[src/rtl/beat_sequencer.sv]
// Beat-index generator with tempo prescaler, start/pause control and loop/one-shot modes.
// Define BEAT_SEQ_PINGPONG_EN to enable ping-pong mode (mode 10); otherwise mode 10 acts as loop.
module beat_sequencer #(
  parameter int unsigned WIDTH = 12,
  parameter int unsigned DIV_W = 16
) (
  input  logic             clk,
  input  logic             reset,
  input  logic             state_reset,
  input  logic             start,
  input  logic             pause,
  input  logic [WIDTH-1:0] len,
  input  logic [1:0]       mode,
  input  logic [DIV_W-1:0] div,
  output logic [WIDTH-1:0] ibeat,
  output logic             beat_strobe,
  output logic             wrap,
  output logic             playing,
  output logic             done
);

  typedef enum logic [1:0] {StIdle, StPlay, StPause, StDone} state_e;

  localparam logic [WIDTH-1:0] One = WIDTH'(1);

  state_e           state_q, state_d;
  logic [WIDTH-1:0] ibeat_q, ibeat_d;
  logic [DIV_W-1:0] presc_q, presc_d;
  logic [WIDTH-1:0] len_q, len_d;
  logic [1:0]       mode_q, mode_d;
  logic [DIV_W-1:0] div_q, div_d;
  logic             strobe_q, strobe_d;
  logic             wrap_q, wrap_d;
  logic             playing_q, playing_d;
  logic             done_q, done_d;
`ifdef BEAT_SEQ_PINGPONG_EN
  logic             dir_q, dir_d;  // 0 = counting up
`endif

  logic [WIDTH-1:0] last_idx;
  logic             at_last;

  // len = 0 is treated as a one-beat song
  assign last_idx = (len_q == '0) ? '0 : len_q - One;
  assign at_last  = (ibeat_q == last_idx);

  always_comb begin
    state_d  = state_q;
    ibeat_d  = ibeat_q;
    presc_d  = presc_q;
    len_d    = len_q;
    mode_d   = mode_q;
    div_d    = div_q;
    strobe_d = 1'b0;
    wrap_d   = 1'b0;
`ifdef BEAT_SEQ_PINGPONG_EN
    dir_d    = dir_q;
`endif
    if (state_reset) begin
      state_d = StIdle;
      ibeat_d = '0;
      presc_d = '0;
`ifdef BEAT_SEQ_PINGPONG_EN
      dir_d   = 1'b0;
`endif
    end else if (start) begin
      state_d = StPlay;
      ibeat_d = '0;
      presc_d = '0;
      len_d   = len;
      mode_d  = mode;
      div_d   = div;
`ifdef BEAT_SEQ_PINGPONG_EN
      dir_d   = 1'b0;
`endif
    end else begin
      case (state_q)
        StPlay: begin
          if (pause) begin
            state_d = StPause;
          end else if (presc_q != div_q) begin
            presc_d = presc_q + DIV_W'(1);
          end else begin
            presc_d = '0;
            if (mode_q == 2'b01) begin
              // Final one-shot tick parks on the last beat without a strobe
              if (at_last) begin
                state_d = StDone;
              end else begin
                ibeat_d  = ibeat_q + One;
                strobe_d = 1'b1;
              end
`ifdef BEAT_SEQ_PINGPONG_EN
            end else if (mode_q == 2'b10) begin
              strobe_d = 1'b1;
              if (!dir_q) begin
                if (at_last) begin
                  wrap_d = 1'b1;
                  if (last_idx != '0) begin
                    ibeat_d = last_idx - One;
                    dir_d   = 1'b1;
                  end else begin
                    ibeat_d = '0;
                  end
                end else begin
                  ibeat_d = ibeat_q + One;
                end
              end else if (ibeat_q == '0) begin
                ibeat_d = One;
                dir_d   = 1'b0;
                wrap_d  = 1'b1;
              end else begin
                ibeat_d = ibeat_q - One;
              end
`endif
            end else begin
              strobe_d = 1'b1;
              if (at_last) begin
                ibeat_d = '0;
                wrap_d  = 1'b1;
              end else begin
                ibeat_d = ibeat_q + One;
              end
            end
          end
        end
        StPause: begin
          if (!pause) state_d = StPlay;
        end
        default: ;
      endcase
    end
    playing_d = (state_d == StPlay);
    done_d    = (state_d == StDone);
  end

  always_ff @(posedge clk or posedge reset) begin
    if (reset) begin
      state_q   <= StIdle;
      ibeat_q   <= '0;
      presc_q   <= '0;
      len_q     <= '0;
      mode_q    <= '0;
      div_q     <= '0;
      strobe_q  <= 1'b0;
      wrap_q    <= 1'b0;
      playing_q <= 1'b0;
      done_q    <= 1'b0;
`ifdef BEAT_SEQ_PINGPONG_EN
      dir_q     <= 1'b0;
`endif
    end else begin
      state_q   <= state_d;
      ibeat_q   <= ibeat_d;
      presc_q   <= presc_d;
      len_q     <= len_d;
      mode_q    <= mode_d;
      div_q     <= div_d;
      strobe_q  <= strobe_d;
      wrap_q    <= wrap_d;
      playing_q <= playing_d;
      done_q    <= done_d;
`ifdef BEAT_SEQ_PINGPONG_EN
      dir_q     <= dir_d;
`endif
    end
  end

  assign ibeat       = ibeat_q;
  assign beat_strobe = strobe_q;
  assign wrap        = wrap_q;
  assign playing     = playing_q;
  assign done        = done_q;

endmodule

[config.mk]
export PLATFORM = sky130hd
export DESIGN_NAME = beat_sequencer
export DESIGN_NICKNAME = d
export VERILOG_FILES = /design/src/rtl/beat_sequencer.sv
export SDC_FILE = /design/constraint.sdc
export NUM_CORES = 1
export LEC_CHECK = 0
export CORE_MARGIN = 2
export CORE_UTILIZATION = 45
export CTS_CLUSTER_SIZE = 8
export DETAILED_ROUTE_END_ITERATION = 6
export DONT_BUFFER_PORTS = 1
export PLACE_DENSITY = 0.66
export SLEW_MARGIN = 20
export SYNTH_ARGS = -nofsm -noshare
export SYNTH_HDL_FRONTEND = slang
export SYNTH_SLANG_ARGS = --single-unit
[constraint.sdc]
create_clock -name clk -period 3.2 [get_ports clk]
set_input_delay 0.64 -clock clk [delete_from_list [all_inputs] [get_ports clk]]
set_output_delay 0.64 -clock clk [all_outputs]
set_load 0.005 [all_outputs]
==> results of run 1 <==
-- cells in the final DEF, fill, tap and decap left out, drive strengths merged, types with 5 or more instances in the layout --
cell type,netlist,final
or3,10,10
mux2,30,30
clkbuf,7,9
nor3,11,11
nand3,16,16
dfrtp,64,64
or4,7,7
a21oi,18,18
nand2,21,21
xor2,15,15
nor2b,7,7
ha,5,5
inv,10,12
xnor2,22,22
and3,5,5
nor2,25,25
buf,5,9
nand4,12,12
o21ai,17,17
-- state kept, by name, summed over array words and instances, names as in the netlist --
signal / flops
done: 1
len_q: 12
playing: 1
beat_strobe: 1
state_q: 2
ibeat: 12
div_q: 16
presc_q: 16
wrap: 1
mode_q: 2
-- what timing repair did --
item,4_1_cts,5_1_grt
setup endpoints to repair,0,9
gates resized for setup,0,6
buffers inserted,0,0
-- routing by layer --
layer	up-vias	global-route usage [%]	share of wire [%]	routed length (um)
met4	0	3.74	0.68	53
li1	1333	-	-	-
met1	1320	25.6	46	3630
met3	5	6.10	5.4	425
met5	-	0	0	0
met2	54	30.8	47	3720
-- final timing paths --
check / startpoint / to / slack [ns] / cells after the start
setup / recovery: len_q[0] / ibeat[9] / 0.14 / 11
hold / removal: reset / div_q[2] / 0.18 / 1
setup reg to reg: len_q[0] / ibeat[9] / 0.14 / 11
hold reg to reg: mode_q[0] / mode_q[0] / 0.50 / 1
max in group asynchronous: reset / div_q[15] / 2.35 / 2
min in group clk: state_reset / state_q[0] / 0.36 / 1
-- cells by family (layout without fill, tap and decap cells) --
| kind of cell | Yosys count | after routing | synth area share (%) |
|---|---|---|---|
| compound gates | 68 | 68 | 13.0 |
| xor+xnor | 37 | 37 | 8.93 |
| fa+ha+maj | 5 | 5 | 1.72 |
| buf+inv | 22 | 35 | 2.69 |
| flops | 64 | 64 | 44.2 |
| mux | 32 | 32 | 9.87 |
| simple gates | 130 | 130 | 19.6 |
-- power by group --
part	switching [mW]	internal, mW	total (mW)
sequential	0.0624	0.866	0.928
combinational	0.132	0.132	0.264
clock	0.341	0.287	0.628
-- final cells by class --
| class | instances | area (sq um) |
|---|---|---|
| Fill cell | 714 | 3800 |
| Timing Repair Buffer | 9 | 71.3 |
| Clock inverter | 7 | 55.1 |
| Tap cell | 102 | 128 |
| Multi-Input combinational cell | 272 | 1950 |
| Sequential cell | 64 | 1600 |
| Clock buffer | 9 | 124 |
| Inverter | 10 | 37.5 |
-- stage by stage --
stage | cell area [sq um] | setup slack, ns | hold WS (ns)
6_report | 3970 | 0.136 | 0.175
5_1_grt | 3970 | 0.00464 | 0.196
4_1_cts | 3940 | 0.0448 | 0.183
3_5_place_dp | 3760 | 0.0701 | 0.489
3_3_place_gp | 3760 | 0.160 | 0.484
2_1_floorplan | 3630 | 0.319 | 0.473
-- synthesized netlist by cell type, drive strengths merged, types with 7 or more instances --
| library cell | n | area share, % |
|---|---|---|
| nand2 | 21 | 2.2 |
| xor2 | 15 | 3.6 |
| or4 | 7 | 1.4 |
| nor2 | 25 | 2.6 |
| a21oi | 18 | 2.5 |
| nor2b | 7 | 1.2 |
| inv | 10 | 1.0 |
| nand3 | 16 | 2.2 |
| nor3 | 11 | 1.5 |
| mux2 | 30 | 9.3 |
| clkbuf | 7 | 0.72 |
| nand4 | 12 | 2.1 |
| xnor2 | 22 | 5.3 |
| dfrtp | 64 | 44 |
| o21ai | 17 | 2.4 |
| or3 | 10 | 1.7 |
==> summary.md, run 1 <==
| Metric | Value |
|---|---|
| Power Density | `459 nW/um^2` |
| Synthesized cell area | `3630 sq um` |
| N_diodes | `0` |
| Vias per Instance | `between 5 and 6` |
| NumNets Final | `406` |
| Cells after Synth | `358` |
| Final WL | `between 7000 and 8000 um` |
| Routability cong. | `0.816` |
| Crit path max fanout | `14` |
| Total GRT Usage | `about a fifth` |
| CTS max path bufs | `2` |
| CP top delay family | `compound AO/OA/AOI/OAI gates` |
| CTS tree | `yes` |
| IR drop worst, VDD | `322 uV` |
| Via count | `2712` |
| Slowest-stage cell, CP | `or4b_4` |
| Normalized max-slew margin | `a little over three fifths` |
| I/O pins | `51` |
| Status | `finished, final reports clean` |
| RSZ-0062 raised after global routing | `false` |
| Sink Count | `64` |
| Total power after layout | `1.82 mW` |
| Final Hold Vio Count | `0` |
| Pleak | `1.51 nW` |
| Die X-Extent | `93.8 um` |
| Yosys warning count | `0` |
| Min cycle time layout | `3.06 ns` |
| ANT nets after route | `0` |
| Worst Hold Class | `input pin to async pin` |
| First-pass GRT wire length | `13200 um` |
| Slew @ Worst Pin | `about 0.55 ns` |
| Crit path launch type | `flop` |
| Clock root buffer | `clkbuf_8` |
| Count of cell types in the netlist | `between 50 and 60` |
| TritonRoute pass-1 iters | `4` |
| CP cell instances | `inv_1 -> ha_2 -> or4b_4 -> o21a_1 -> or3_1 -> a32o_2 -> a2111o_1 -> o21ai_2 -> buf_6 -> or4_1 -> a21oi_1` |
| Post-synth EDFFs | `0` |
| Share of layout cells above drive strength 1 | `19.9%` |
| Crit end category | `flop` |
| Largest net degree at the start of global routing | `33` |
| Final Slew Violations | `0` |
| Port Buf Inserts | `0` |
| Clock slew at reported path FFs | `0.08 ns` |
| WP data required | `around 3.4 ns` |
| Fmax | `approximately 330 MHz` |
| Final std cells w/o fill | `473` |
| Endpoints failing setup | `0` |
| Vias in the first global route | `2642` |
| DP Wirelength | `about 5700 um` |
| Crit-path max cell delay | `0.50 ns` |
| Number of DRC markers in iteration 0 | `149` |
| Die Y | `93.8 um` |
| Placed Cells incl. Taps | `between 400 and 500` |
| Post-route DRC | `0` |
| Final core area utilization | `51.1%` |
| WL/cell | `16.5 um` |
| Worst skew pair latency | `about 0.35 ns` |
| Buf/Inv on CP | `2` |
| Worst Path Arrival | `3.29 ns` |
| Initial antenna violation count | `0` |
| Worst clock skew | `approximately 0.013 ns` |
| Synthesized flop and latch total | `64` |
| Post-Synthesis Mean Instance Area | `10.1 sq um` |
| Fin crit share | `95.8%` |
| Core Area | `7770 sq um` |
| Ys flop type | `dfrtp_1` |
| Post-synth ARST share | `100%` |
| Sequential share of the synthesized area | `44.2%` |
| Row count | `32` |
| Post-cts hold buffer count | `0` |
| Die area | `8790 sq um` |
| Area Growth Syn to Fin | `9.35%` |
| Crit Path Class | `flop to flop` |
| Gr ovfl total | `0` |
| Initial Util | `46.7%` |
| Num CTS Buffers | `9` |
| H-tree Lvls | `3` |
| Mapped Nets | `398` |
| Fin Setup TNS | `0 ns` |
| MaxCap Viol Count | `0` |
Note: power is estimated with default switching activity, not from simulation.
==> run 2: changes to the inputs <==
- CORE_MARGIN: 2 -> 10
- REMOVE_ABC_BUFFERS: not set -> 1
- clock period: 3.2 -> 3.1 ns (I/O delays scaled with it)
==> run 2 against run 1 <==
First-iteration DRC count grew 8.7%. Non-clock buffer count is 11 higher. Utilization grew 1.9 points. Global-route usage is 4.6 points lower. Highest routed layer unchanged.
==> summary.md, run 2 (synthesized netlist as in run 1, its figures left out) <==
| Metric | Value |
|---|---|
| Status | `finished, final reports clean` |
| Normalized max-slew margin | `between 50 and 60%` |
| Crit path setup slack, layout | `0.108 ns` |
| Vias in the first global route | `2809` |
| ANT nets after route | `0` |
| Row count | `32` |
| Fin Setup TNS | `0 ns` |
| RSZ-0062 raised after global routing | `true` |
| Final WL | `8520 um` |
| Sink Count | `64` |
| Endpoints failing setup | `0` |
| Pleak | `1.59 nW` |
| Dpl ws | `0.0890 ns` |
| Number of DRC markers in iteration 0 | `162` |
| Clock root buffer | `clkbuf_8` |
| TritonRoute pass-1 iters | `4` |
| Routability cong. | `a little under 0.9` |
| Final Hold Vio Count | `0` |
| WP data required | `3.32 ns` |
| R2R depth | `11` |
| MaxCap Viol Count | `0` |
| Die Y | `110 um` |
| Clock slew at reported path FFs | `about 0.080 ns` |
| I/O pins | `~50` |
| Post-route DRC | `0` |
| Final Slew Violations | `0` |
| Worst Hold Class | `input pin to async pin` |
| WL/cell | `17.6 um` |
| Min cycle time layout | `between 2 and 3 ns` |
| Commonest non-fill, non-tap cell in the layout | `dfrtp_1` |
| Worst skew pair latency | `0.35 ns` |
| Worst Path Arrival | `approximately 3.2 ns` |
| Total GRT Usage | `between 10 and 15%` |
| Crit path launch type | `flop` |
| Fmax | `334 MHz` |
| Share of layout cells above drive strength 1 | `23.0%` |
| Initial Util | `46.7%` |
| Gr ovfl total | `0` |
| Total power after layout | `2.07 mW` |
| Worst clock skew | `between 0.009 and 0.01 ns` |
| Num CTS Buffers | `9` |
| Core Area | `between 7000 and 8000 sq um` |
| Most frequent cells in the layout | `64 x dfrtp_1, 30 x mux2_2, 25 x nor2_1, 22 x xnor2_1, 21 x nand2_1` |
| Fin crit share | `96.5%` |
| Worst R2R Setup Slack | `between 0.1 and 0.15 ns` |
| Initial antenna violation count | `0` |
| Crit end category | `flop` |
| Crit Path Class | `flop to flop` |
| CTS max path bufs | `2` |
| N_diodes | `0` |
| Vias per Instance | `5.80` |
| Port Buf Inserts | `0` |
| First-pass GRT wire length | `13900 um` |
| Die area | `around 12000 sq um` |
| Via count | `2806` |
| IR drop worst, VDD | `268 uV` |
| Die X-Extent | `110 um` |
| Crit path max fanout | `7` |
| Slew @ Worst Pin | `0.737 ns` |
| Power Density | `504 nW/um^2` |
| NumNets Final | `417` |
| Reg2reg end | `ibeat[5]` |
| CTS tree | `yes` |
| Area Growth Syn to Fin | `13.3%` |
| Largest net degree at the start of global routing | `37` |
| DP Wirelength | `6260 um` |
| R2R Path Start | `len_q[1]` |
| Regs by FF count | `div_q x16, presc_q x16` |
| H-tree Lvls | `3` |
-- run 2: cell types whose count changed in the layout (fill, tap and decap cells not counted), sizes merged --
cell / delta
clkbuf: +1
clkinv: -1
buf: +11
inv: -2
bufinv: +2
-- run 2: worst max path at each step --
stage	start	end	slack [ns]	depth (start not counted)
5_1_grt	len_q[1]	ibeat[11]	0.004	11
4_1_cts	len_q[1]	ibeat[10]	0.07	11
6_report	len_q[1]	ibeat[5]	0.11	11
3_3_place_gp	len_q[1]	ibeat[10]	0.15	11
2_1_floorplan	len_q[0]	ibeat[11]	0.16	10
3_5_place_dp	len_q[1]	ibeat[10]	0.09	11
-- run 2: stage by stage --
stage | instance area, sq um | instances | util [%] | hold slack (ns)
floorplan | 3570 | 346 | - | 0.473
global placement | 3840 | 467 | 49.4 | 0.483
detailed placement | 3840 | 467 | 49.4 | 0.493
CTS | 4070 | 483 | 52.4 | 0.297
global route | 4110 | 484 | 52.9 | 0.316
finish | 4110 | 484 | 52.9 | 0.276
-- run 2: what timing repair did --
action / CTS / global route
setup buffers: 0 / 0
setup endpoints to repair: 0 / 10
hold endpoints to repair: 0 / 0
hold buffers: 0 / 0
resized for setup: 0 / 10
-- run 2: final cells by class --
class / count / area, sq um
clock buffers: 10 / 138
clock inverters: 6 / 92.6
fillers: 723 / 3660
inverters: 10 / 37.5
multi-input cells: 272 / 1960
flip-flops and latches: 64 / 1600
well taps: 102 / 128
repair buffers: 20 / 154
-- run 2: power breakdown --
group          switching (mW)  internal [mW]
Combinational           0.156          0.154
Clock                   0.337          0.477
Sequential             0.0523          0.894
-- run 2: worst max-delay path: stages (launching register included) --
cell and delay (ns):
dfrtp_1 0.39, inv_1 0.08, ha_2 0.18, or4b_4 0.50, o21a_1 0.20, or3_1 0.36, a32o_2 0.26, a2111o_1 0.38
o21ai_2 0.20, buf_4 0.17, or4_1 0.10, a21oi_1 0.06
-- run 2: routing by layer --
| layer | vias up | share of wire, % | track usage [%] |
|---|---|---|---|
| met5 | - | 0 | 0 |
| met4 | 0 | 0.95 | 4.18 |
| met3 | 7 | 8.0 | 5.97 |
| met2 | 73 | 48 | 23.8 |
| met1 | 1360 | 43 | 17.2 |
| li1 | 1366 | - | - |
==> run 3: changes to the inputs <==
- CTS_BUF_LIST: not set -> sky130_fd_sc_hd__clkbuf_8
- RECOVER_POWER: not set -> 100
==> run 3 against run 2 <==
Via count is 1.1% higher. Combinational power about the same. The run now ends with capacitance limit, slew limit left. Design area decreased by 0.76%. Flip-flop and latch count did not move. Highest routed layer unchanged.
==> summary.md, run 3 (synthesized netlist as in run 1, its figures left out) <==
| Metric | Value |
|---|---|
| RSZ-0062 raised after global routing | `true` |
| Normalized max-slew margin | `-13.3%` |
| Power Density | `508 nW/um^2` |
| Crit end category | `flop` |
| Initial antenna violation count | `0` |
| Endpoints failing setup | `0` |
| R2R Path Start | `len_q[1]` |
| Crit path launch type | `flop` |
| Core Area | `about 7800 sq um` |
| H-tree Lvls | `3` |
| Initial Util | `a little under half` |
| First-pass GRT wire length | `13900 um` |
| Worst skew pair latency | `0.35 ns` |
| Clock slew at reported path FFs | `0.07 ns` |
| Area Growth Syn to Fin | `12.5%` |
| Post-CTS Setup Inserts | `0` |
| CTS tree | `yes` |
| Fin crit share | `96.8%` |
| Final Slew Violations | `33` |
| Status | `complete, but fails checks` |
| CTS max path bufs | `2` |
| Worst Hold Class | `input pin to flop` |
| Worst R2R Setup Slack | `0.1 ns` |
| WP data required | `approximately 3.4 ns` |
| Final Hold Vio Count | `0` |
| Largest net degree at the start of global routing | `37` |
| Reg area | `1600 sq um` |
| Post-route DRC | `0` |
| Die Y | `110 um` |
| NumNets Final | `417` |
| Min cycle time layout | `approximately 3.0 ns` |
| N_diodes | `0` |
| Most frequent cells in the layout | `64 x dfrtp_1, 30 x mux2_2, 25 x nor2_1, 22 x xnor2_1, 21 x nand2_1` |
| Routability cong. | `0.867` |
| MaxCap Viol Count | `1` |
| Worst clock skew | `0.00974 ns` |
| DP Wirelength | `6260 um` |
| Crit Path Class | `flop to flop` |
| Total GRT Usage | `~15%` |
| Number of DRC markers in iteration 0 | `~140` |
| WHS | `0.346 ns` |
| I/O pins | `51` |
| Worst Setup SP | `len_q[1]` |
| Fmax | `333 MHz` |
| Post-cts hold buffer count | `0` |
| Post-CTS sizing | `0` |
| Worst Path Arrival | `roughly 3.3 ns` |
| Area of the multi-input gates | `1950 sq um` |
| Commonest non-fill, non-tap cell in the layout | `dfrtp_1` |
| IR drop worst, VDD | `268 uV` |
| TritonRoute pass-1 iters | `5` |
| Sink Count | `64` |
| Reg2reg end | `done` |
| WL/cell | `17.7 um` |
| # fillers | `733` |
| Final WL | `8570 um` |
| Clock root buffer | `clkbuf_8` |
| Die X-Extent | `110 um` |
| Die area | `between 10000 and 15000 sq um` |
| Via count | `2837` |
| Num CTS Buffers | `9` |
| CP endpoint | `done` |
| Regs by FF count | `div_q x16, presc_q x16` |
| Failing checks | `capacitance limit, slew limit` |
| Slew @ Worst Pin | `approximately 1.7 ns` |
| Pleak | `between 1.5 and 2 nW` |
| Row count | `32` |
| ANT nets after route | `0` |
| Vias per Instance | `5.86` |
| Crit path max fanout | `5` |
| Total power after layout | `~2.1 mW` |
| Share of layout cells above drive strength 1 | `20.7%` |
| Port Buf Inserts | `0` |
| Gr ovfl total | `0` |
| Vias in the first global route | `roughly 2800` |
| R2R depth | `10` |
==> run 3: cell count changes in the layout (fill, tap and decap cells not counted), sizes merged <==
cell / delta
clkbuf: +6
buf: -6
==> run 3: critical path, cell delays in order (launching register included) <==
cell and delay, ns:
dfrtp_1 0.39, inv_1 0.08, ha_2 0.18, or4b_4 0.50, o21a_1 0.20, or3_1 0.36
a32o_2 0.26, a211oi_2 0.24, nand4_1 0.21, a31oi_1 0.33, and3b_1 0.19
==> run 3: per-stage QoR <==
stage | setup WS, ns | setup TNS (ns) | util (%) | cell area [sq um] | std cells
final | 0.0996 | 0 | 52.5 | 4080 | 484
after global routing | -0.0125 | -0.0125 | 52.5 | 4080 | 484
after CTS | 0.0657 | 0 | 52.4 | 4070 | 483
after detailed placement | 0.0890 | 0 | 49.4 | 3840 | 467
after global placement | 0.153 | 0 | 49.4 | 3840 | 467
after floorplan | 0.160 | 0 | - | 3570 | 346
==> run 3: power by group <==
part	internal (mW)	switching, mW
Clock	0.477	0.340
Combinational	0.153	0.157
Sequential	0.894	0.0525
Total	1.52	0.549
==> run 3: layer usage <==
layer  part of all wire (%)  track usage [%]  up-vias  wire [um]
met4                    1.5             4.18        0        129
met2                     48             23.8       82       4120
met5                      0                0        -          0
met1                     43             17.2     1373       3670
met3                    7.6             5.97       12        647
li1                       -                -     1370          -
==> run 3: final cells by class <==
cell class	count	area share [%]
Clock buffer	10	3.37
Clock inverter	6	2.27
Inverter	10	0.920
Multi-Input combinational cell	272	47.8
Sequential cell	64	39.3
Tap cell	102	3.13
Timing Repair Buffer	20	3.22
==> run 3: how the worst min path moves through the flow <==
stage | from | to | slack (ns) | depth (start not counted)
after floorplan | mode_q[0] | mode_q[0] | 0.47 | 1
after global placement | mode_q[0] | mode_q[0] | 0.48 | 1
after detailed placement | mode_q[0] | mode_q[0] | 0.49 | 1
after CTS | reset | presc_q[4] | 0.30 | 1
after global routing | state_reset | state_q[0] | 0.32 | 1
final | state_reset | state_q[0] | 0.35 | 1
